### src/rtl/pc_plus4_pkg.sv
// Shared fetch-stage constants and helpers for the processor front end.
package pc_plus4_pkg;

  localparam int unsigned PC_WIDTH = 32;
  localparam int unsigned PC_STEP  = 4;
  localparam logic [PC_WIDTH-1:0] PC_RESET_VECTOR = 32'h0000_0000;

  // Instructions are word aligned; the low bits of a valid PC are zero.
  localparam int unsigned PC_ALIGN_BITS = 2;

  typedef struct packed {
    logic [PC_WIDTH-1:0] nextPC;
    logic                wrap;
  } pcStep_t;

  function automatic logic isMisaligned(input logic [PC_ALIGN_BITS-1:0] lowBits);
    return lowBits != '0;
  endfunction

endpackage

### src/rtl/pc_adder.sv
// Unsigned WIDTH-bit adder with carry-out.
module pc_adder #(
  parameter int unsigned WIDTH = 32
) (
  input  logic [WIDTH-1:0] a,
  input  logic [WIDTH-1:0] b,
  output logic [WIDTH-1:0] sum,
  output logic             carryOut
);

  // Zero-extend both operands by one bit so the carry lands in the MSB.
  assign {carryOut, sum} = {1'b0, a} + {1'b0, b};

endmodule

### src/rtl/pc_plus4.sv
// Next-PC generator: combinational fromPC + STEP with wrap/misaligned flags and a registered copy.
module pc_plus4
  import pc_plus4_pkg::*;
#(
  parameter int unsigned     WIDTH        = PC_WIDTH,
  parameter int unsigned     STEP         = PC_STEP,
  parameter logic [WIDTH-1:0] RESET_VECTOR = WIDTH'(PC_RESET_VECTOR)
) (
  input  logic             clk,
  input  logic             reset,
  input  logic             en,
  input  logic [WIDTH-1:0] fromPC,
  output logic [WIDTH-1:0] NextoPC,
  output logic             wrap,
  output logic             misaligned,
  output logic [WIDTH-1:0] NextoPC_q,
  output logic             wrap_q
);

  localparam logic [WIDTH-1:0] STEP_VAL = WIDTH'(STEP);

  pc_adder #(
    .WIDTH(WIDTH)
  ) u_adder (
    .a       (fromPC),
    .b       (STEP_VAL),
    .sum     (NextoPC),
    .carryOut(wrap)
  );

  // Informational only: the sum is still produced for misaligned inputs.
  assign misaligned = isMisaligned(fromPC[PC_ALIGN_BITS-1:0]);

  // Reset wins over en; both are sampled only on the rising edge.
  always_ff @(posedge clk) begin
    // NOTE: sequential state uses non-blocking assignments so every register
    // samples pre-edge values and simulation matches the synthesized flops.
    if (reset) begin
      NextoPC_q <= RESET_VECTOR;
      wrap_q    <= 1'b0;
    end else if (en) begin
      NextoPC_q <= NextoPC;
      wrap_q    <= wrap;
    end
  end

endmodule

### config.mk
export PLATFORM = sky130hd
export DESIGN_NAME = pc_plus4
export DESIGN_NICKNAME = d
export VERILOG_FILES = /design/src/rtl/pc_plus4_pkg.sv /design/src/rtl/pc_adder.sv /design/src/rtl/pc_plus4.sv
export SDC_FILE = /design/constraint.sdc
export NUM_CORES = 1
export LEC_CHECK = 0
export ABC_AREA = 1
export CAP_MARGIN = 20
export CORE_MARGIN = 8
export CORE_UTILIZATION = 42
export DETAILED_ROUTE_END_ITERATION = 16
export GPL_ROUTABILITY_DRIVEN = 0
export PLACE_DENSITY = 0.89
export SETUP_SLACK_MARGIN = 0.1
export SYNTH_ARGS = -nofsm -noshare
export SYNTH_HDL_FRONTEND = slang
export SYNTH_SLANG_ARGS = --single-unit
### constraint.sdc
create_clock -name clk -period 1.25 [get_ports clk]
set_input_delay 0.125 -clock clk [delete_from_list [all_inputs] [get_ports clk]]
set_output_delay 0.125 -clock clk [all_outputs]
set_load 0.01 [all_outputs]
* After elaboration in Yosys (flattened, before gate mapping) *
Cells that the tools add are included.

storage, ports and cells
  register bits after elaboration = 33
  bits of input ports = 35

cells by class
  add/sub/neg operators = 1
  reduce and logical (&&, ||, !) cells = 1

operators by type and width
  operator                 count
  $add A32 B3 Y33 const B  1
  $reduce_bool A2 Y1       1

* Depth between registers and ports, before layout *
Gate-level depths: netlist (run 1).

  depth after elaboration = 1
  mapped depth = 10
  depth with buffers taken out = 10

* Cells and area by module *
From an unflattened synthesis (run 1), not the netlist that was laid out.

second synthesis, totals
  cells, all modules = 717
  area total of the unflattened synthesis = 3787.4 um^2

by module, submodules not included
  module    cells an instance  area an instance (um^2)  instances
  pc_adder  505                2423.6                   1
  pc_plus4  212                1363.8                   1

* Least setup slack after synthesis (run 1) *
No wires, ideal clock.

  path type = input port to flip-flop
  start = input fromPC[2]
  end = register NextoPC_q[12]
  required time = 1.193 ns
  buffers on the path = 0
  setup slack = 0.095 ns
  arrival = 1.097 ns
  stages on the path = 7
  library setup time = 0.057 ns
  path through = ha_1 -> nand3_1 -> nor2_2 -> nand2_1 -> xnor2_1 -> o21ai_0 -> inv_1

on the way
  word-level cells in the longest chain between the ends = 1

ends and longest elaborated chain
  item                   line            text
  start, declared        pc_plus4.sv:12  input logic [WIDTH-1:0] fromPC,
  $add A32 B3 Y33        pc_adder.sv:12  assign {carryOut, sum} = {1'b0, a} + {1'b0, b};
  named net NextoPC[12]  pc_plus4.sv:13  output logic [WIDTH-1:0] NextoPC,
  end signal, assigned   pc_plus4.sv:42  NextoPC_q <= NextoPC;
  end, declared          pc_plus4.sv:16  output logic [WIDTH-1:0] NextoPC_q,

The timed path passes the listed nets, and every way through them passes these cells.
A chain may end at the register's enable or synchronous reset.

* Worst setup path in the final report (run 1) *
  start = input fromPC[13]
  end = output NextoPC[24]

on the way
  word-level cells in the longest chain between the ends = 1

ends and longest elaborated chain
  item             line
  $add A32 B3 Y33  pc_adder.sv:12
  end, declared    pc_plus4.sv:13

No other way between the ends.

==> metrics.md, run 1 <==
| Metric | Value |
|---|---|
| Crit path buf inv count | 2 |
| Initial DRC count | 442 |
| Setup Viol. Count Final | 28 |
| Syn-to-layout area delta | 95.06% |
| Largest net degree at the start of global routing | 27 |
| Post-route insts no fill | 623 |
| Status | complete, but fails checks |
| Maxcap violations | 0 |
| FF+latch count, synth | 33 |
| Critical Path, Cell by Cell | buf_2 -> nand2_2 -> nor2_4 -> nand2_2 -> nor2_4 -> nand2_1 -> nand2_1 -> nand2_1 -> buf_6 |
| R2r setup slk | 0.39 ns |
| RSZ-0062 raised after global routing | yes |
| Register area share after synthesis | 29.61% |
| Crit path max fanout | 4 |
| Worst Setup Start Kind | input pin |
| Most frequent cells in the layout | nor2_1, buf_4, inv_1 |
| Post-synth ARST share | 0% |
| CORE AREA | 0.005107 mm2 |
| Clk sinks | 33 |
| Drt pass-1 iters | 12 |
| Total GRT Usage | 27.14% |
| Worst path arrival time | 1.39 ns |
| First-pass GRT wire length | 16210 um |
| Layout cells sized above 1 | 48.28% |
| CTS root buf | clkbuf_8 |
| Worst Skew | 0 ns |
| Via count | 3758 |
| Crit path top cell by count | nand2_1 |
| FP Rows | 26 |
| Worst-case hold slack | 0.1185 ns |
| Largest family of logic cells by synthesized area | simple AND/OR/NAND/NOR gates |
| Commonest non-fill, non-tap cell in the layout | nor2_1 |
| Relative slew slack | 80.53% |
| Layout fillers | 265 |
| Detailed-route wire length per cell | 23.03 um |
| Placed cell count | 584 |
| Yosys warning count | 0 |
| Minimum clock period | 1.518 ns |
| Critical Path Sink Type | primary output |
| Die height | 88.88 um |
| Die area | 0.007900 mm2 |
| H-tree Lvls | 2 |
| Hold Path Origin | fromPC[2] |
| CTS tree | yes |
| Distinct cells, synth | 26 |
| Mux share of post-synthesis cell area | 0% |
| Synth Area in Adders | 0.5609% |
| Syn Inst Count | 388 |
| Reg clk slew, reported paths | 0.08 ns |
| CP Launch Point | fromPC[13] |
| CTS Buffer Depth | 2 |
| Period utilization | 121.4% |
| Highest Clock Rate | 658.8 MHz |
| Congestion Overflow GR | 0 |
| Post-DP HPWL | 6578 um |
| Drt drc | 0 |
| Antenna cells | 0 |
| Final Hold Violating Endpoints | 0 |
| CTS buffer count | 5 |
| Setup ws final | -0.2679 ns |
| Final #Nets | 588 |
| Clk_lat worst skew | 0.30 ns |
| Number of flops mapped to enable cells by yosys | 0 |
| VDD IR-drop max | 0.7176 mV |
| Die X | 88.88 um |
| RR Startpoint | NextoPC_q[6]$_SDFFE_PP0P_ |
| Slowest-stage cell, CP | nor2_4 |
| Compound-Gate Fraction of Synth Area | 6.282% |
| Max incr delay on CP | 0.21 ns |
| Largest delay share family, worst path | simple AND/OR/NAND/NOR gates |
| Boundary Pins | 102 |
| Worst-margin pin slew | 0.2890 ns |
| Worst Path Required | 1.12 ns |
| Initial Utilization | 43.68% |
| Hold WC Path Type | in -> reg |
| Failing checks | setup timing |
| Via density | 6.032 |
| Syn_area_per_cell | 5.750 um2 |
| Number of global-route vias before repair | 3227 |
| Syn_nets | 424 |
| Pwr/cell area | 726.4 mW/mm2 |
| Routed WL | 14350 um |
| Synth Flop Type | dfxtp_1 |
| Static Leak | 2.298 nW |
| Final Max Tran Viols | 0 |
| Synthesized area | 0.002231 mm2 |
| Post-route antenna net violation count | 0 |
| Critical path class | in -> out |
| Initial antenna violation count | 0 |
| Buffers on Ports | 101 |
| Post-Synth Simple-Gate Area | 47.06% |
| Post-Synth XOR/XNOR Area | 3.533% |
state kept, by name, indices dropped and copies added, names as in the netlist:
| name | cells |
|---|---|
| wrap_q | 1 |
| NextoPC_q | 32 |
through the flow:
step | setup TNS, ns | total power [mW] | utilization (%) | cell area (um2) | setup WS, ns
after floorplan | 0 | 1.548 | - | 2241 | 0.1267
after global placement | -36.06 | 2.070 | 69.82 | 3566 | -0.9171
after detailed placement | -38.94 | 2.099 | 69.82 | 3566 | -1.003
after CTS | -0.2879 | 2.893 | 76.19 | 3891 | -0.06614
after global routing | -4.329 | 3.256 | 85.20 | 4352 | -0.2788
final | -3.420 | 3.161 | 85.20 | 4352 | -0.2679
routing by layer:
metal / share of wire, % / routed length [um] / GRT usage, % / vias up
met1: 32 / 4646 / 28.30 / 1682
met4: 9.6 / 1381 / 18.13 / 0
met2: 46 / 6643 / 47.30 / 424
met3: 12 / 1678 / 6.407 / 166
met5: 0 / 0 / 0 / -
li1: - / - / - / 1486
final cells by class:
| class | instances | area (um2) | share of cell area [%] |
|---|---|---|---|
| Clock buffer | 5 | 68.82 | 1.581 |
| Clock inverter | 3 | 17.52 | 0.4025 |
| Inverter | 60 | 231.5 | 5.319 |
| Multi-Input combinational cell | 283 | 1857 | 42.67 |
| Sequential cell | 33 | 660.6 | 15.18 |
| Tap cell | 70 | 87.58 | 2.013 |
| Timing Repair Buffer | 169 | 1429 | 32.83 |
report_power, final:
| group | internal [mW] | leakage (nW) | total (mW) | switching, mW |
|---|---|---|---|---|
| clock | 0.385 | 0.0439 | 0.851 | 0.466 |
| combinational | 0.483 | 1.98 | 1.14 | 0.656 |
| sequential | 1.13 | 0.274 | 1.17 | 0.0454 |
| total | 1.99 | 2.30 | 3.16 | 1.17 |
final timing paths:
check | end | cells past startpoint
max | NextoPC[24] | 9
min | NextoPC_q[2]$_SDFFE_PP0P_ | 3
max reg2reg | NextoPC_q[6]$_SDFFE_PP0P_ | 4
min reg2reg | NextoPC_q[1]$_SDFFE_PP0P_ | 2
cells by family after synthesis:
family          count (synthesis)
xor+xnor                        9
fa+ha+maj                       1
flops                          33
simple gates                  245
buf+inv                        72
compound gates                 28
Yosys cell counts (2+ instances only):
master | number | area share (%)
nor2_1 | 92 | 15
xor2_1 | 3 | 1.2
o21ai_0 | 15 | 3.4
dfxtp_1 | 33 | 30
nand2_1 | 106 | 18
clkbuf_1 | 6 | 1.0
nor2_4 | 4 | 2.0
o21ai_1 | 11 | 2.5
xnor2_1 | 6 | 2.4
inv_1 | 60 | 10
buf_4 | 2 | 0.67
nand3_1 | 27 | 6.1
nor2_2 | 5 | 1.4
buf_2 | 3 | 0.67
a21oi_1 | 2 | 0.45
nand2_4 | 2 | 1.0
nand2_2 | 2 | 0.56
worst reg2reg max path: stages (launching register included):
cell,delay (ns)
dfxtp_1,0.35
nor2_1,0.17
nor2_1,0.07
o21ai_0,0.09
inv_1,0.08
timing repair:
action                     4_1_cts  5_1_grt
gates resized for setup        361      108
gates cloned                     0        0
setup buffers                   19       19
pin swaps                       58       50
setup endpoints to repair       95       39
hold buffers                     0        0
Note: power is estimated with default switching activity, not from simulation.
==> run 2, diff against run 1 <==
--- a/config.mk
+++ b/config.mk
@@ -6,7 +6,6 @@
 export NUM_CORES = 1
 export LEC_CHECK = 0
 export ABC_AREA = 1
-export CAP_MARGIN = 20
 export CORE_MARGIN = 8
 export CORE_UTILIZATION = 42
 export DETAILED_ROUTE_END_ITERATION = 16
==> results of run 2 <==
No change in the layout: final DEF, timing and power equal those of run 1.
